`config.mk`:
```
export PLATFORM = sky130hd
export DESIGN_NAME = pipe_ctrl_flat
export DESIGN_NICKNAME = d
export VERILOG_FILES = /design/src/rtl/pipe_ctrl_pkg.sv /design/src/rtl/pipe_ctrl_if.sv /design/src/rtl/pipe_ctrl_hazard_scoreboard.sv /design/src/rtl/pipe_ctrl.sv /design/src/flat_wrapper.sv
export SDC_FILE = /design/constraint.sdc
export NUM_CORES = 1
export LEC_CHECK = 0
export CORE_MARGIN = 2
export CORE_UTILIZATION = 59
export CTS_BUF_LIST = sky130_fd_sc_hd__clkbuf_4 sky130_fd_sc_hd__clkbuf_8
export DETAILED_ROUTE_END_ITERATION = 10
export DONT_BUFFER_PORTS = 1
export GPL_TIMING_DRIVEN = 0
export PLACE_DENSITY = 0.83
export SLEW_MARGIN = 10
export SYNTH_ARGS = -nofsm -noshare
export SYNTH_HDL_FRONTEND = slang
export SYNTH_HIERARCHICAL = 1
export SYNTH_SLANG_ARGS = --single-unit
```
`constraint.sdc`:
```
create_clock -name clk -period 2.3 [get_ports clk]
set_input_delay 0.115 -clock clk [delete_from_list [all_inputs] [get_ports clk]]
set_output_delay 0.115 -clock clk [all_outputs]
set_load 0.02 [all_outputs]
```
`src/rtl/pipe_ctrl_pkg.sv`:
```
// pipe_ctrl_pkg
//   Shared types and constants for the pipeline sequencing / hazard controller:
//   FSM state encoding, forwarding-select encoding, scoreboard entry layout and
//   the source-operand match helper used by the scoreboard.
package pipe_ctrl_pkg;

  localparam int XLEN  = 32;  // PC / redirect address width
  localparam int CNT_W = 32;  // stall performance counter width

  localparam logic [4:0] ZERO_REG = 5'd0;

  typedef enum logic [1:0] {
    PCTL_RUN      = 2'b00,
    PCTL_MEM_WAIT = 2'b01,
    PCTL_TRAP     = 2'b10
  } pctl_state_e;

  // EX operand source. "MEM" means the producer sits in EX now and will be
  // in MEM when the consumer reaches EX.
  typedef logic [1:0] fwd_sel_t;
  localparam fwd_sel_t FWD_REG = 2'b00;
  localparam fwd_sel_t FWD_MEM = 2'b01;
  localparam fwd_sel_t FWD_WB  = 2'b10;

  typedef struct packed {
    logic       valid;
    logic [4:0] rd;
    logic       is_load;
  } sb_entry_t;

  // A source operand depends on an in-flight entry when it is actually read,
  // is not x0, and names the entry's destination.
  function automatic logic src_hit(input logic en, input logic [4:0] rs,
                                   input sb_entry_t e);
    return en && (rs != ZERO_REG) && e.valid && (e.rd == rs);
  endfunction

endpackage

```
`src/rtl/pipe_ctrl_if.sv`:
```
// pipe_ctrl_if
//   Bundle between the core datapath and pipe_ctrl.
//   master : core side, drives ID decode info, EX jump, MEM busy, trap ack.
//   slave  : pipe_ctrl, drives stall/bubble/flush/redirect/forward/trap,
//            the stall counter, and debug visibility of FSM state and the
//            in-flight scoreboard ({EX, MEM, WB} in dbg_sb[2:0]).
//   There is no valid/ready handshake: id_valid_i simply qualifies the ID
//   fields in the cycle it is high, and every control output applies to the
//   same cycle (except fwd_*, which apply to the instruction now in EX).
interface pipe_ctrl_if;
  import pipe_ctrl_pkg::*;

  logic             id_valid_i;
  logic             id_illegal_i;
  logic             id_rs1en_i;
  logic             id_rs2en_i;
  logic [4:0]       id_rs1_addr_i;
  logic [4:0]       id_rs2_addr_i;
  logic             id_rd_wen_i;
  logic [4:0]       id_rd_addr_i;
  logic             id_is_load_i;
  logic             ex_jump_i;
  logic [XLEN-1:0]  ex_jump_addr_i;
  logic             dmem_busy_i;
  logic             trap_ack_i;

  logic             stall_if_o;
  logic             stall_id_o;
  logic             freeze_o;
  logic             bubble_ex_o;
  logic             flush_id_o;
  logic             pc_redirect_o;
  logic [XLEN-1:0]  pc_redirect_addr_o;
  fwd_sel_t         fwd_rs1_o;
  fwd_sel_t         fwd_rs2_o;
  logic             trap_o;
  logic [CNT_W-1:0] stall_cnt_o;
  pctl_state_e      dbg_state;
  sb_entry_t [2:0]  dbg_sb;

  modport master (
    output id_valid_i, id_illegal_i, id_rs1en_i, id_rs2en_i, id_rs1_addr_i,
           id_rs2_addr_i, id_rd_wen_i, id_rd_addr_i, id_is_load_i, ex_jump_i,
           ex_jump_addr_i, dmem_busy_i, trap_ack_i,
    input  stall_if_o, stall_id_o, freeze_o, bubble_ex_o, flush_id_o,
           pc_redirect_o, pc_redirect_addr_o, fwd_rs1_o, fwd_rs2_o, trap_o,
           stall_cnt_o, dbg_state, dbg_sb
  );

  modport slave (
    input  id_valid_i, id_illegal_i, id_rs1en_i, id_rs2en_i, id_rs1_addr_i,
           id_rs2_addr_i, id_rd_wen_i, id_rd_addr_i, id_is_load_i, ex_jump_i,
           ex_jump_addr_i, dmem_busy_i, trap_ack_i,
    output stall_if_o, stall_id_o, freeze_o, bubble_ex_o, flush_id_o,
           pc_redirect_o, pc_redirect_addr_o, fwd_rs1_o, fwd_rs2_o, trap_o,
           stall_cnt_o, dbg_state, dbg_sb
  );
endinterface

```
`src/rtl/pipe_ctrl_hazard_scoreboard.sv`:
```
// hazard_scoreboard
//   Three-entry in-flight destination shift register (EX, MEM, WB) with
//   source-match, load-use detection and registered forwarding selects.
//   Ports: clk/rst_n; shift_en advances the pipeline (low = frozen);
//   bubble kills the ID instruction's insertion; id_* decode info;
//   load_use (comb), fwd_rs1/fwd_rs2 (registered), sb = {EX, MEM, WB}.
module hazard_scoreboard
  import pipe_ctrl_pkg::*;
(
  input  logic            clk,
  input  logic            rst_n,
  input  logic            shift_en,
  input  logic            bubble,
  input  logic            id_valid,
  input  logic            rs1en,
  input  logic [4:0]      rs1_addr,
  input  logic            rs2en,
  input  logic [4:0]      rs2_addr,
  input  logic            rd_wen,
  input  logic [4:0]      rd_addr,
  input  logic            is_load,
  output logic            load_use,
  output fwd_sel_t        fwd_rs1,
  output fwd_sel_t        fwd_rs2,
  output sb_entry_t [2:0] sb
);

  sb_entry_t ex_q, mem_q, wb_q;
  sb_entry_t ins;
  fwd_sel_t  fwd_rs1_nxt, fwd_rs2_nxt;

  // Youngest producer wins. WB needs no forwarding: the regfile is
  // write-first, so a WB-only match reads the register file directly.
  function automatic fwd_sel_t fwd_for(input logic en, input logic [4:0] rs,
                                       input sb_entry_t ex, input sb_entry_t mem);
    if (src_hit(en, rs, ex))       return FWD_MEM;
    else if (src_hit(en, rs, mem)) return FWD_WB;
    else                           return FWD_REG;
  endfunction

  assign load_use = id_valid && ex_q.is_load &&
                    (src_hit(rs1en, rs1_addr, ex_q) || src_hit(rs2en, rs2_addr, ex_q));

  assign fwd_rs1_nxt = fwd_for(rs1en, rs1_addr, ex_q, mem_q);
  assign fwd_rs2_nxt = fwd_for(rs2en, rs2_addr, ex_q, mem_q);

  always_comb begin
    ins         = '0;
    ins.valid   = id_valid && rd_wen && (rd_addr != ZERO_REG) && !bubble;
    ins.rd      = rd_addr;
    ins.is_load = is_load;
  end

  always_ff @(posedge clk or negedge rst_n) begin
    if (!rst_n) begin
      ex_q    <= '0;
      mem_q   <= '0;
      wb_q    <= '0;
      fwd_rs1 <= FWD_REG;
      fwd_rs2 <= FWD_REG;
    end else if (shift_en) begin
      wb_q  <= mem_q;
      mem_q <= ex_q;
      ex_q  <= ins;
      if (bubble || !id_valid) begin
        fwd_rs1 <= FWD_REG;
        fwd_rs2 <= FWD_REG;
      end else begin
        fwd_rs1 <= fwd_rs1_nxt;
        fwd_rs2 <= fwd_rs2_nxt;
      end
    end
  end

  assign sb = {ex_q, mem_q, wb_q};

endmodule

```
`src/rtl/pipe_ctrl.sv`:
```
// pipe_ctrl
//   Pipeline sequencing and hazard controller for the 5-stage core.
//   Ports: clk, rst_n (async, active-low), bus (pipe_ctrl_if.slave) carrying
//   ID decode info, EX jump, MEM busy, trap ack in; stall/freeze/bubble/
//   flush/redirect, forwarding selects, trap, stall counter and debug out.
//   Priority: dmem_busy_i > ex_jump_i > illegal > load-use.
module pipe_ctrl
  import pipe_ctrl_pkg::*;
(
  input  logic       clk,
  input  logic       rst_n,
  pipe_ctrl_if.slave bus
);

  pctl_state_e      state_q, state_nxt;
  logic             stall, freeze, bubble, flush, redirect, trap;
  logic             load_use;
  logic [CNT_W-1:0] cnt_q;

  hazard_scoreboard u_sb (
    .clk      (clk),
    .rst_n    (rst_n),
    .shift_en (!bus.freeze_o),
    .bubble   (bubble),
    .id_valid (bus.id_valid_i),
    .rs1en    (bus.id_rs1en_i),
    .rs1_addr (bus.id_rs1_addr_i),
    .rs2en    (bus.id_rs2en_i),
    .rs2_addr (bus.id_rs2_addr_i),
    .rd_wen   (bus.id_rd_wen_i),
    .rd_addr  (bus.id_rd_addr_i),
    .is_load  (bus.id_is_load_i),
    .load_use (load_use),
    .fwd_rs1  (bus.fwd_rs1_o),
    .fwd_rs2  (bus.fwd_rs2_o),
    .sb       (bus.dbg_sb)
  );

  always_ff @(posedge clk or negedge rst_n) begin
    if (!rst_n) state_q <= PCTL_RUN;
    else        state_q <= state_nxt;
  end

  // MEM_WAIT only records that the pipe is frozen; once busy drops the
  // controller behaves as RUN in that same cycle, so a pending load-use or
  // jump is handled without an extra dead cycle.
  always_comb begin
    state_nxt = state_q;
    stall     = 1'b0;
    freeze    = 1'b0;
    bubble    = 1'b0;
    flush     = 1'b0;
    redirect  = 1'b0;
    trap      = 1'b0;
    case (state_q)
      PCTL_RUN, PCTL_MEM_WAIT: begin
        if (bus.dmem_busy_i) begin
          stall     = 1'b1;
          freeze    = 1'b1;
          state_nxt = PCTL_MEM_WAIT;
        end else begin
          state_nxt = PCTL_RUN;
          if (bus.ex_jump_i) begin
            // Kills both IF-ID and the ID instruction; no trap, no stall.
            redirect = 1'b1;
            flush    = 1'b1;
            bubble   = 1'b1;
          end else if (bus.id_valid_i && bus.id_illegal_i) begin
            stall     = 1'b1;
            bubble    = 1'b1;
            state_nxt = PCTL_TRAP;
          end else if (load_use) begin
            stall  = 1'b1;
            bubble = 1'b1;
          end
        end
      end
      PCTL_TRAP: begin
        trap   = 1'b1;
        stall  = 1'b1;
        bubble = 1'b1;
        if (bus.dmem_busy_i) begin
          freeze = 1'b1;
        end else if (bus.trap_ack_i) begin
          flush     = 1'b1;
          state_nxt = PCTL_RUN;
        end
      end
      default: state_nxt = PCTL_RUN;
    endcase
  end

  // Combinational outputs are forced low while reset is asserted so the
  // core sees a quiet controller even with live inputs.
  assign bus.stall_if_o         = rst_n & stall;
  assign bus.stall_id_o         = rst_n & stall;
  assign bus.freeze_o           = rst_n & freeze;
  assign bus.bubble_ex_o        = rst_n & bubble;
  assign bus.flush_id_o         = rst_n & flush;
  assign bus.pc_redirect_o      = rst_n & redirect;
  assign bus.trap_o             = rst_n & trap;
  assign bus.pc_redirect_addr_o = bus.pc_redirect_o ? bus.ex_jump_addr_i : '0;
  assign bus.dbg_state          = state_q;

  always_ff @(posedge clk or negedge rst_n) begin
    if (!rst_n)                             cnt_q <= '0;
    else if (bus.stall_if_o && (cnt_q != '1)) cnt_q <= cnt_q + 1'b1;
  end

  assign bus.stall_cnt_o = cnt_q;

endmodule

```
`src/flat_wrapper.sv`:
```
// flat-port wrapper written by rule: the top's interface ports become plain ports
module pipe_ctrl_flat import pipe_ctrl_pkg::*;
  (clk, rst_n, bus_id_valid_i, bus_id_illegal_i, bus_id_rs1en_i, bus_id_rs2en_i, bus_id_rs1_addr_i, bus_id_rs2_addr_i, bus_id_rd_wen_i, bus_id_rd_addr_i, bus_id_is_load_i, bus_ex_jump_i, bus_ex_jump_addr_i, bus_dmem_busy_i, bus_trap_ack_i, bus_stall_if_o, bus_stall_id_o, bus_freeze_o, bus_bubble_ex_o, bus_flush_id_o, bus_pc_redirect_o, bus_pc_redirect_addr_o, bus_fwd_rs1_o, bus_fwd_rs2_o, bus_trap_o, bus_stall_cnt_o, bus_dbg_state, bus_dbg_sb);
  pipe_ctrl_if bus_i ();
  input  logic clk;
  input  logic rst_n;
  input wire logic [$bits(bus_i.id_valid_i)-1:0] bus_id_valid_i;
  input wire logic [$bits(bus_i.id_illegal_i)-1:0] bus_id_illegal_i;
  input wire logic [$bits(bus_i.id_rs1en_i)-1:0] bus_id_rs1en_i;
  input wire logic [$bits(bus_i.id_rs2en_i)-1:0] bus_id_rs2en_i;
  input wire logic [$bits(bus_i.id_rs1_addr_i)-1:0] bus_id_rs1_addr_i;
  input wire logic [$bits(bus_i.id_rs2_addr_i)-1:0] bus_id_rs2_addr_i;
  input wire logic [$bits(bus_i.id_rd_wen_i)-1:0] bus_id_rd_wen_i;
  input wire logic [$bits(bus_i.id_rd_addr_i)-1:0] bus_id_rd_addr_i;
  input wire logic [$bits(bus_i.id_is_load_i)-1:0] bus_id_is_load_i;
  input wire logic [$bits(bus_i.ex_jump_i)-1:0] bus_ex_jump_i;
  input wire logic [$bits(bus_i.ex_jump_addr_i)-1:0] bus_ex_jump_addr_i;
  input wire logic [$bits(bus_i.dmem_busy_i)-1:0] bus_dmem_busy_i;
  input wire logic [$bits(bus_i.trap_ack_i)-1:0] bus_trap_ack_i;
  output wire logic [$bits(bus_i.stall_if_o)-1:0] bus_stall_if_o;
  output wire logic [$bits(bus_i.stall_id_o)-1:0] bus_stall_id_o;
  output wire logic [$bits(bus_i.freeze_o)-1:0] bus_freeze_o;
  output wire logic [$bits(bus_i.bubble_ex_o)-1:0] bus_bubble_ex_o;
  output wire logic [$bits(bus_i.flush_id_o)-1:0] bus_flush_id_o;
  output wire logic [$bits(bus_i.pc_redirect_o)-1:0] bus_pc_redirect_o;
  output wire logic [$bits(bus_i.pc_redirect_addr_o)-1:0] bus_pc_redirect_addr_o;
  output wire logic [$bits(bus_i.fwd_rs1_o)-1:0] bus_fwd_rs1_o;
  output wire logic [$bits(bus_i.fwd_rs2_o)-1:0] bus_fwd_rs2_o;
  output wire logic [$bits(bus_i.trap_o)-1:0] bus_trap_o;
  output wire logic [$bits(bus_i.stall_cnt_o)-1:0] bus_stall_cnt_o;
  output wire logic [$bits(bus_i.dbg_state)-1:0] bus_dbg_state;
  output wire logic [$bits(bus_i.dbg_sb)-1:0] bus_dbg_sb;
  assign bus_i.id_valid_i = bus_id_valid_i;
  assign bus_i.id_illegal_i = bus_id_illegal_i;
  assign bus_i.id_rs1en_i = bus_id_rs1en_i;
  assign bus_i.id_rs2en_i = bus_id_rs2en_i;
  assign bus_i.id_rs1_addr_i = bus_id_rs1_addr_i;
  assign bus_i.id_rs2_addr_i = bus_id_rs2_addr_i;
  assign bus_i.id_rd_wen_i = bus_id_rd_wen_i;
  assign bus_i.id_rd_addr_i = bus_id_rd_addr_i;
  assign bus_i.id_is_load_i = bus_id_is_load_i;
  assign bus_i.ex_jump_i = bus_ex_jump_i;
  assign bus_i.ex_jump_addr_i = bus_ex_jump_addr_i;
  assign bus_i.dmem_busy_i = bus_dmem_busy_i;
  assign bus_i.trap_ack_i = bus_trap_ack_i;
  assign bus_stall_if_o = bus_i.stall_if_o;
  assign bus_stall_id_o = bus_i.stall_id_o;
  assign bus_freeze_o = bus_i.freeze_o;
  assign bus_bubble_ex_o = bus_i.bubble_ex_o;
  assign bus_flush_id_o = bus_i.flush_id_o;
  assign bus_pc_redirect_o = bus_i.pc_redirect_o;
  assign bus_pc_redirect_addr_o = bus_i.pc_redirect_addr_o;
  assign bus_fwd_rs1_o = bus_i.fwd_rs1_o;
  assign bus_fwd_rs2_o = bus_i.fwd_rs2_o;
  assign bus_trap_o = bus_i.trap_o;
  assign bus_stall_cnt_o = bus_i.stall_cnt_o;
  assign bus_dbg_state = bus_i.dbg_state;
  assign bus_dbg_sb = bus_i.dbg_sb;
  pipe_ctrl u_core (.clk(clk), .rst_n(rst_n), .bus(bus_i));
endmodule
```
==> impl_results.md, run 1 <==
* Failing checks: setup timing
* Yosys cell types at 46
* Max Clock Skew at 0.00609 ns
* DIE AREA at 6070 sq um
* Combinational power share at 0.171
* Fin crit share at 1.11
* Input/output buffers at 0
* DRC violations left at 0
* Vias in the first global route at 2610
* Layout area overhead at 26.1%
* Status: finished with violations
* Initial Utilization at 0.623
* Worst Hold Class: input pin to flip-flop
* Htree depth at 3
* Cell count after synthesis at 310
* Critical path peak fanout at 7
* Global Route Usage Sum at 0.299
* Sequential element share of the synthesized area at 0.458
* First-pass GRT wire length at 13900 um
* FF+latch count, synth at 59
* DR WL/cell at 23.8 um
* Worst Tran Pin Value at 0.847 ns
* FMAX at 391 MHz
* Ys async rst share at 1.00
* Largest net degree at the start of global routing at 60
* Cell Area, Synth at 3220 sq um
* Pre-antenna DRT Iters at 6
* Final Util at 0.785
* DR vias/cell at 6.71
* Fraction of layout cells with a size suffix above 1 at 0.312
* Pwr dens at 687 nW/um^2
* Core area at 5170 sq um
* IO Pins at 156
* Worst-path clk slew at 0.06 ns
* Die Span Y at 77.9 um
* Placed Instance Area at 3340 sq um
* NetSw at 0.935 mW
* Register Area at 1490 sq um
* Reg power frac at 0.515
* Slew HR at 0.434
* Pleak at 1.84 nW
* DRT iter0 DRCs at 255
* Ys Warns at 6
* Max IR drop VDD at 0.348 mV
* Tot Pwr at 2.79 mW
* Nets at 404
* WP data arrival at 2.78 ns
* Most frequent cells in the layout: dfrtp_1 (52), and2_1 (34), xor2_1 (26)
* Routed vias at 2813
* CTS buffer count at 9
* Unrepaired setup endpoints after global routing: true
* Final Hold Viols at 0
* Clock Latency Late Sink at 0.33 ns
* Switching share of power at 0.335
* Clock power frac at 0.314
* Post-route cell area at 4060 sq um
* Post-synth EDFFs at 0
* Worst setup SP type: flip-flop
* Synth Flop Type: dfrtp_1
* Critical path class: flip-flop to flip-flop
* Routability congestion estimate at 0.917
* Num rows at 26
* Gr ovfl total at 0
* Max Buffers Root-to-Sink at 2
* Avg Inst Size Synth at 10.4 sq um
* Reg2reg path depth at 10
* Fill cells at 307
* Die W at 77.9 um
* Initial antenna violation count at 0
* Critical path endpoint category: flip-flop
* Commonest non-fill, non-tap cell in the layout: dfrtp_1
* Crit path time final at 2.56 ns
* N_diodes at 0
* Antenna viol nets, final at 0
* Routed WL at 9980 um
* Max-Cap Viols at 0
* Hpwl dp at 5890 um
* Final setup margin at -0.260 ns
* Max-slew violations at 0
* Mapped Nets at 369
* Multi-input logic area at 1980 sq um
* Clk sink count at 59
* CTS tree: built
* Final setup viols at 34
* P_int at 1.86 mW
* CP required at 2.52 ns
* Hold Crit Depth at 3
* Root buffer selected by CTS: clkbuf_8
per-layer routing:
| metal | share of wire | up-vias | global-route usage |
|---|---|---|---|
| met1 | 0.34 | 1383 | 0.350 |
| met2 | 0.53 | 243 | 0.528 |
| met5 | 0 | - | 0 |
| met3 | 0.093 | 39 | 0.0686 |
| li1 | - | 1148 | - |
| met4 | 0.035 | 0 | 0.125 |
repair_timing:
| item | 4_1_cts | 5_1_grt |
|---|---|---|
| cloned | 2 | 0 |
| hold endpoints to repair | 72 | 0 |
| setup buffers | 4 | 5 |
| hold buffers | 14 | 0 |
| endpoints found under the setup margin | 47 | 69 |
| pin swaps | 13 | 23 |
| gates resized for setup | 40 | 27 |
layout make-up:
type                       instances  share of cell area
multi-input combinational        232               0.488
sequential                        59               0.366
timing repair buffer              23              0.0564
clock buffer                      13              0.0425
tap                               70              0.0216
buffer                             8              0.0117
inverter                          12              0.0117
clock inverter                     2             0.00246
metrics by stage:
step	std cells	setup WS (ns)	hold slack, ns	setup TNS [ns]
floorplan	310	0.0116	-0.181	0
global placement	380	-0.335	-0.180	-7.75
detailed placement	380	-0.413	-0.180	-9.34
CTS	415	-0.137	0.0261	-1.99
global route	419	-0.321	0.0491	-6.85
finish	419	-0.260	0.0624	-3.87
path summary, 6_finish.rpt:
path / slack, ns / startpoint / endpoint
worst max-delay path: -0.26 / u_core/u_sb/sb[15] / u_core/bus.stall_cnt_o[12]
worst max register to register: -0.26 / u_core/u_sb/sb[15] / u_core/bus.stall_cnt_o[12]
min in group asynchronous: 0.32 / rst_n / u_core/bus.stall_cnt_o[19]
worst min-delay path: 0.06 / bus_id_rs2_addr_i[2] / u_core/u_sb/fwd_rs2[0]
worst min register to register: 0.64 / u_core/bus.stall_cnt_o[0] / u_core/bus.stall_cnt_o[0]
max in group asynchronous: 1.73 / rst_n / u_core/u_sb/sb[18]
state kept, by name, indices dropped and copies added (netlist names):
signal and cells:
u_core/u_sb/sb 21, u_core/bus.stall_cnt_o 32, u_core/u_sb/fwd_rs1 2, u_core/bus.dbg_state 2
u_core/u_sb/fwd_rs2 2
critical path: stages (launching register included):
cell     delay (ns)
dfrtp_2        0.52
xnor2_2        0.18
nand4_1        0.16
nor3_2         0.23
o211a_1        0.24
nor2b_4        0.18
o31ai_4        0.08
inv_4          0.17
o31ai_4        0.15
nor4_2         0.26
xor2_1         0.28
power groups by stage:
stage / clock [mW] / combinational [mW] / sequential (mW)
after global routing: 0.936 / 0.505 / 1.45
after detailed placement: 0 / 0.303 / 1.42
after CTS: 0.871 / 0.394 / 1.41
final: 0.878 / 0.477 / 1.44
after global placement: 0 / 0.293 / 1.41
after floorplan: 0 / 0.262 / 1.38
logic make-up after synthesis:
| group | share of synthesized area |
|---|---|
| buffers and inverters | 0.0276 |
| adder cells (fa/ha/maj) | 0.00388 |
| flip-flops | 0.458 |
| multiplexers | 0.0734 |
| AND/OR/NAND/NOR | 0.251 |
| XOR/XNOR | 0.136 |
| AO/OA/AOI/OAI | 0.0501 |
cell usage after synthesis (4+ instances only):
library cell / instances / area [sq um]
nand3_1: 9 / 45.0
dfrtp_1: 59 / 1480
mux2_1: 12 / 135
nand4_1: 12 / 75.1
and3_1: 7 / 43.8
nor3_1: 18 / 90.1
inv_1: 12 / 45.0
xnor2_1: 24 / 210
o32ai_1: 4 / 35.0
nor2_1: 13 / 48.8
nand2_1: 20 / 75.1
and2_1: 36 / 225
mux2_2: 9 / 101
xor2_1: 26 / 228
Note: power is estimated with default switching activity, not from simulation.
==> run 2, diff against run 1 <==
--- a/config.mk
+++ b/config.mk
@@ -6,12 +6,12 @@
 export NUM_CORES = 1
 export LEC_CHECK = 0
 export CORE_MARGIN = 2
-export CORE_UTILIZATION = 59
-export CTS_BUF_LIST = sky130_fd_sc_hd__clkbuf_4 sky130_fd_sc_hd__clkbuf_8
+export CORE_UTILIZATION = 57
+export CTS_BUF_LIST = sky130_fd_sc_hd__clkbuf_4 sky130_fd_sc_hd__clkbuf_8 sky130_fd_sc_hd__clkbuf_16
 export DETAILED_ROUTE_END_ITERATION = 10
 export DONT_BUFFER_PORTS = 1
 export GPL_TIMING_DRIVEN = 0
-export PLACE_DENSITY = 0.83
+export PLACE_DENSITY = 0.8
 export SLEW_MARGIN = 10
 export SYNTH_ARGS = -nofsm -noshare
 export SYNTH_HDL_FRONTEND = slang
==> run 2 against run 1 <==
The run still ends with setup timing left. Via count fell by 6.6%. Non-clock buffer count is 7 higher. Final cell count grew 2.4%. Critical path depth grew 1. Final area increased by 1.5%. Critical path type unchanged. Register-to-register slack improved by 0.11 ns. Critical endpoint is now u_core/bus.stall_cnt_o[6]. Sequential power is essentially flat. Global-route usage down 2.6 points. Clock power is 12% higher.
==> impl_results.md, run 2 (same netlist as run 1, synthesis figures left out) <==
* WP data arrival at 2.66 ns
* Hpwl dp at 5970 um
* Die Span Y at 79.2 um
* Clk sink count at 59
* Initial antenna violation count at 0
* M1 GR Usage at 0.318
* Most frequent CP cell: o31ai_4
* Routed vias at 2626
* Unrepaired setup endpoints after global routing: true
* Vias in the first global route at 2565
* IO Pins at 156
* CP required at 2.51 ns
* Largest stage delay, worst path at 0.49 ns
* Routed WL at 9100 um
* Max-Cap Viols at 0
* Max Clock Skew at 0.00653 ns
* FMAX at 408 MHz
* DRC violations left at 0
* Worst Hold Class: input pin to flip-flop
* Max IR drop VDD at 0.395 mV
* Post-route cell area at 4120 sq um
* Clock Latency Late Sink at 0.34 ns
* Largest net degree at the start of global routing at 60
* Worst path slowest cell: dfrtp_2
* GR Layer Usage met2 at 0.481
* Final setup viols at 27
* Failing checks: setup timing
* Initial Utilization at 0.589
* Max reg flops at 32
* DR WL/cell at 21.2 um
* Input/output buffers at 0
* Critical path endpoint category: flip-flop
* Critical path peak fanout at 7
* Status: finished with violations
* Tot Pwr at 2.83 mW
* DR vias/cell at 6.12
* Max Buffers Root-to-Sink at 2
* Pwr dens at 686 nW/um^2
* CTS tree: built
* Max-slew violations at 0
* Critical path class: flip-flop to flip-flop
* Pre-antenna DRT Iters at 4
* Post-route insts no fill at 429
* Crit path time final at 2.45 ns
* Gr ovfl total at 0
* Die W at 79.2 um
* Htree depth at 3
* Antenna viol nets, final at 0
* Core area at 5470 sq um
* First-pass GRT wire length at 12900 um
* Placed Instance Area at 3340 sq um
* Placed cell count at 382
* Pleak at 1.90 nW
* Final setup margin at -0.149 ns
* CTS buffer count at 9
* Slew HR at 0.519
* N_diodes at 0
* GRT busiest layer: met2
* Commonest non-fill, non-tap cell in the layout: dfrtp_1
* DIE AREA at 6270 sq um
* Ordered cell list for the critical path: xnor2_1 -> nand4_1 -> nor3_2 -> o211a_1 -> nor2b_4 -> o31ai_4 -> clkinv_4 -> o31ai_4 -> buf_6 -> nor2_2 -> xor2_1
* Worst-path clk slew at 0.06 ns
* Most frequent cells in the layout: dfrtp_1 (52), and2_1 (34), xor2_1 (26)
* Global Route Usage Sum at 0.273
* Worst Tran Pin Value at 0.720 ns
* Fin crit share at 1.06
* DRT iter0 DRCs at 157
* Nets at 411
* Fraction of layout cells with a size suffix above 1 at 0.308
* Final Hold Viols at 0
* Worst setup SP type: flip-flop
* Routability congestion estimate at 0.902
* Num rows at 27
* Layout area overhead at 28.0%
* Root buffer selected by CTS: clkbuf_8
* Met3 Track Usage GR at 0.0659
## run 2: cell types whose count changed in the layout (fill, tap and decap cells not counted), moves of 3 or more
cell / delta
nor3_1: -5
xnor2_2: -8
xnor2_1: +8
buf_4: +6
nor3_4: +4
nor2_2: +3
nor2_4: -3
## run 2: cell type report
cell class | instances | area (sq um)
multi-input combinational | 232 | 1950
sequential | 59 | 1490
fill | 358 | 1350
timing repair buffer | 30 | 285
clock buffer | 12 | 165
tap | 72 | 90.1
inverter | 12 | 50.0
clock inverter | 4 | 47.5
buffer | 8 | 46.3
## run 2: per-stage QoR
stage,worst slack (ns),TNS (ns),util,hold WS (ns)
2_1_floorplan,0.0116,0,-,-0.181
3_3_place_gp,-0.351,-8.13,0.611,-0.179
3_5_place_dp,-0.434,-9.05,0.611,-0.179
4_1_cts,-0.124,-1.39,0.728,0.0185
5_1_grt,-0.205,-5.05,0.753,0.0422
6_report,-0.149,-2.01,0.753,0.0305
## run 2: final timing paths
check	to	from	slack, ns	cells after the start
max	u_core/bus.stall_cnt_o[6]	u_core/u_sb/sb[16]	-0.15	11
max reg2reg	u_core/bus.stall_cnt_o[6]	u_core/u_sb/sb[16]	-0.15	11
min reg2reg	u_core/bus.stall_cnt_o[0]	u_core/bus.stall_cnt_o[0]	0.61	1
min	u_core/u_sb/fwd_rs2[1]	bus_id_rs2_addr_i[2]	0.03	3
max in group asynchronous	u_core/u_sb/sb[17]	rst_n	1.73	2
min in group asynchronous	u_core/u_sb/sb[2]	rst_n	0.29	2
## run 2: critical path, delay by kind of cell, from the launching register on
kind / cells / cell delay, ns
buffers and inverters: 2 / 0.41
flip-flops: 1 / 0.49
XOR/XNOR: 2 / 0.31
AND/OR/NAND/NOR: 4 / 0.41
AO/OA/AOI/OAI: 3 / 0.68
## run 2: per-layer routing
metal  vias to the layer above  part of all wire
met5                         -                 0
met3                        14             0.066
met2                       127              0.53
li1                       1165                 -
met4                         0             0.022
met1                      1320              0.39
## run 2: report_power, final
group / switching (mW) / internal (mW) / total [mW]
Combinational: 0.227 / 0.206 / 0.433
Clock: 0.402 / 0.585 / 0.986
Sequential: 0.272 / 1.14 / 1.41
## run 2: repair_timing
action                                  CTS  global route
gates resized for setup                  42            22
hold buffers                             14             0
cloned                                    2             0
endpoints found under the setup margin   50            40
endpoints found under the hold margin    72             0
pin swaps                                11            14
setup buffers                            12             3
==> run 3, diff against run 2 <==
--- a/config.mk
+++ b/config.mk
@@ -15,5 +15,4 @@
 export SLEW_MARGIN = 10
 export SYNTH_ARGS = -nofsm -noshare
 export SYNTH_HDL_FRONTEND = slang
-export SYNTH_HIERARCHICAL = 1
 export SYNTH_SLANG_ARGS = --single-unit
==> run 3 against run 2 <==
The flow now finishes without violations. Routed wire length is 8.3% lower. Core utilization decreased by 4.0 points. Sequential share of layout area up 4.3 points. Worst setup slack improved by 0.19 ns. Global-route usage hardly changed. Sequential cell count stayed put. Sequential power hardly changed. Largest power group unchanged.
==> impl_results.md, run 3 <==
* Status: completed
* Hpwl dp at 5770 um
* Commonest non-fill, non-tap cell in the layout: nand2_1
* Critical path class: flip-flop to flip-flop
* Ys async rst share at 1.00
* Synth top area share at 0.473
* Tot Pwr at 2.78 mW
* Core area at 5200 sq um
* Initial Utilization at 0.600
* Fraction of layout cells with a size suffix above 1 at 0.175
* Top cell types by occurrence after synthesis: nand2_1 (80), dfrtp_1 (59), xnor2_1 (40)
* Critical path endpoint category: flip-flop
* Worst setup SP type: flip-flop
* Crit path time final at 2.26 ns
* Reg2reg path depth at 9
* Initial antenna violation count at 0
* Largest net degree at the start of global routing at 60
* CP required at 2.51 ns
* Die W at 78.0 um
* Slew HR at 0.683
* Antenna viol nets, final at 0
* Sequential element share of the synthesized area at 0.473
* IO Pins at 156
* Fill cells at 368
* Worst path slowest cell: dfrtp_2
* DRC violations left at 0
* Clk sink count at 59
* Post-synth EDFFs at 0
* Setup TNS at 0 ns
* Largest family of logic cells by synthesized area: simple AND/OR/NAND/NOR gates
* Mapped Nets at 389
* Hold Crit Depth at 4
* Critical path peak fanout at 7
* Post-route cell area at 3710 sq um
* Simple-gate share of the synthesized area at 0.306
* Post-synthesis compound-gate area fraction at 0.0457
* Layout area overhead at 18.8%
* FF+latch count, synth at 59
* Family with the most delay on the worst path: simple AND/OR/NAND/NOR gates
* N_diodes at 0
* FF-to-FF End: u_core.bus.stall_cnt_o[10]
* Hold worst-path end: u_core.u_sb.fwd_rs2[0]
* WP data arrival at 2.46 ns
* Root buffer selected by CTS: clkbuf_8
* Max-Cap Viols at 0
* Cell count after synthesis at 330
* Final setup margin at 0.0421 ns
* Final setup viols at 0
* Htree depth at 3
* Pleak at 1.69 nW
* Worst Tran Pin Value at 0.478 ns
* Worst hold slack at 0.0840 ns
* Max-slew violations at 0
* DR vias/cell at 5.90
* Routed WL at 8340 um
* Yosys top cell by area: dfrtp_1
* Pre-CTS worst setup slack at -0.318 ns
* Synth area leaders: dfrtp_1 (47%), xnor2_1 (11%), nand2_1 (9.6%)
* Nets at 414
* DIE AREA at 6090 sq um
* Cell Area, Synth at 3120 sq um
* Input/output buffers at 0
* Worst reg2reg setup slack at 0.04 ns
* Most frequent cells in the layout: nand2_1 (80), dfrtp_1 (42), xnor2_1 (39)
* Placed Instance Area at 3210 sq um
* Routability congestion estimate at 0.791
* Post-Synth Adder-Cell Area at 0.00400
* Clock Latency Late Sink at 0.33 ns
* Unrepaired setup endpoints after global routing: true
* Max IR drop VDD at 0.539 mV
* Max reg flops at 32
* Multiplexer share of the synthesized area at 0.00360
* Ordered cell list for the critical path: xnor2_1 -> nand4_1 -> nor3_4 -> o211ai_4 -> a211oi_4 -> buf_6 -> buf_12 -> nand4_1 -> xnor2_1
* Num rows at 26
* Largest stage delay, worst path at 0.49 ns
* Global Route Usage Sum at 0.273
* Xor/xnor cell area share of the yosys netlist at 0.143
* First-pass GRT wire length at 12700 um
* Most common cell in the synthesized netlist: nand2_1
* Worst Hold Class: input pin to flip-flop
* Vias in the first global route at 2483
* Pre-antenna DRT Iters at 5
* Critical R2R Launch: u_core.u_sb.sb[18]
* Final Hold Viols at 0
* Max Buffers Root-to-Sink at 2
* DRT iter0 DRCs at 145
* FMAX at 443 MHz
* Avg Inst Size Synth at 9.47 sq um
* CP Buf/Inv Count at 2
* CTS tree: built
* Worst-path clk slew at 0.06 ns
* Synth Flop Type: dfrtp_1
* Pwr dens at 750 nW/um^2
* CTS buffer count at 9
* Min-delay src: bus_id_rs2en_i
* Ys Warns at 0
* DR WL/cell at 19.4 um
* Max Clock Skew at 0.00769 ns
* Routed vias at 2537
* Fin crit share at 0.982
* Die Span Y at 78.0 um
* Gr ovfl total at 0
* Yosys cell types at 39
==> run 3: cell types whose count changed after synthesis, sizes merged, moves of 10 or more <==
cell | before | now
inv | 12 | 2
xnor2 | 24 | 40
xor2 | 26 | 11
nand3 | 10 | 20
nor3 | 19 | 7
mux2 | 21 | 1
nand2 | 20 | 80
==> run 3: cells by family after synthesis <==
| family | count (synthesis) |
|---|---|
| AND/OR/NAND/NOR | 187 |
| flip-flops | 59 |
| XOR/XNOR | 51 |
| buffers and inverters | 16 |
| AO/OA/AOI/OAI | 15 |
| multiplexers | 1 |
| adder cells (fa/ha/maj) | 1 |
==> run 3: cell type report <==
cell class / count / area [sq um] / share of cell area
multi-input combinational: 255 / 1640 / 0.443
sequential: 59 / 1500 / 0.404
timing repair buffer: 15 / 176 / 0.0475
clock buffer: 10 / 131 / 0.0354
tap: 70 / 87.6 / 0.0236
buffer: 12 / 82.6 / 0.0223
clock inverter: 6 / 80.1 / 0.0216
inverter: 3 / 11.3 / 0.00303
==> run 3: how the worst max path moves through the flow <==
| stage | from | depth (start not counted) | slack [ns] | end |
|---|---|---|---|---|
| floorplan | u_core.bus.stall_cnt_o[0] | 10 | 0.03 | u_core.bus.stall_cnt_o[6] |
| global placement | u_core.bus.stall_cnt_o[0] | 10 | -0.28 | u_core.bus.stall_cnt_o[4] |
| detailed placement | u_core.bus.stall_cnt_o[0] | 10 | -0.32 | u_core.bus.stall_cnt_o[4] |
| CTS | u_core.u_sb.sb[19] | 7 | 0.003 | bus_stall_if_o |
| global route | u_core.u_sb.sb[16] | 9 | -0.08 | u_core.bus.stall_cnt_o[10] |
| finish | u_core.u_sb.sb[18] | 9 | 0.04 | u_core.bus.stall_cnt_o[10] |
==> run 3: tightest hold or removal path: stages <==
cell and delay, ns:
o21ai_2 0.08, nor3_4 0.07, nand3_1 0.06, nand2_1 0.05
==> run 3: timing repair <==
action                                 in CTS  in global routing
gates resized for setup                    15                 28
hold buffers                               12                  0
setup endpoints to repair                  39                 59
setup buffers                               2                  1
pin swaps                                   4                 13
endpoints found under the hold margin      68                  0
==> run 3: report_power, final <==
| part | leakage, nW | switching [mW] | internal [mW] |
|---|---|---|---|
| combinational | 0.819 | 0.202 | 0.184 |
| clock | 0.113 | 0.394 | 0.614 |
| sequential | 0.754 | 0.253 | 1.14 |
==> run 3: layer usage <==
metal	track usage	vias to the layer above	wire, um
met4	0.0684	0	125
li1	-	1159	-
met1	0.340	1244	3390
met5	0	-	0
met2	0.434	119	4110
met3	0.123	15	719
==> run 3: per-stage QoR <==
stage	util	instances
2_1_floorplan	-	330
6_report	0.713	430
4_1_cts	0.696	429
3_5_place_dp	0.617	400
5_1_grt	0.713	430
3_3_place_gp	0.617	400
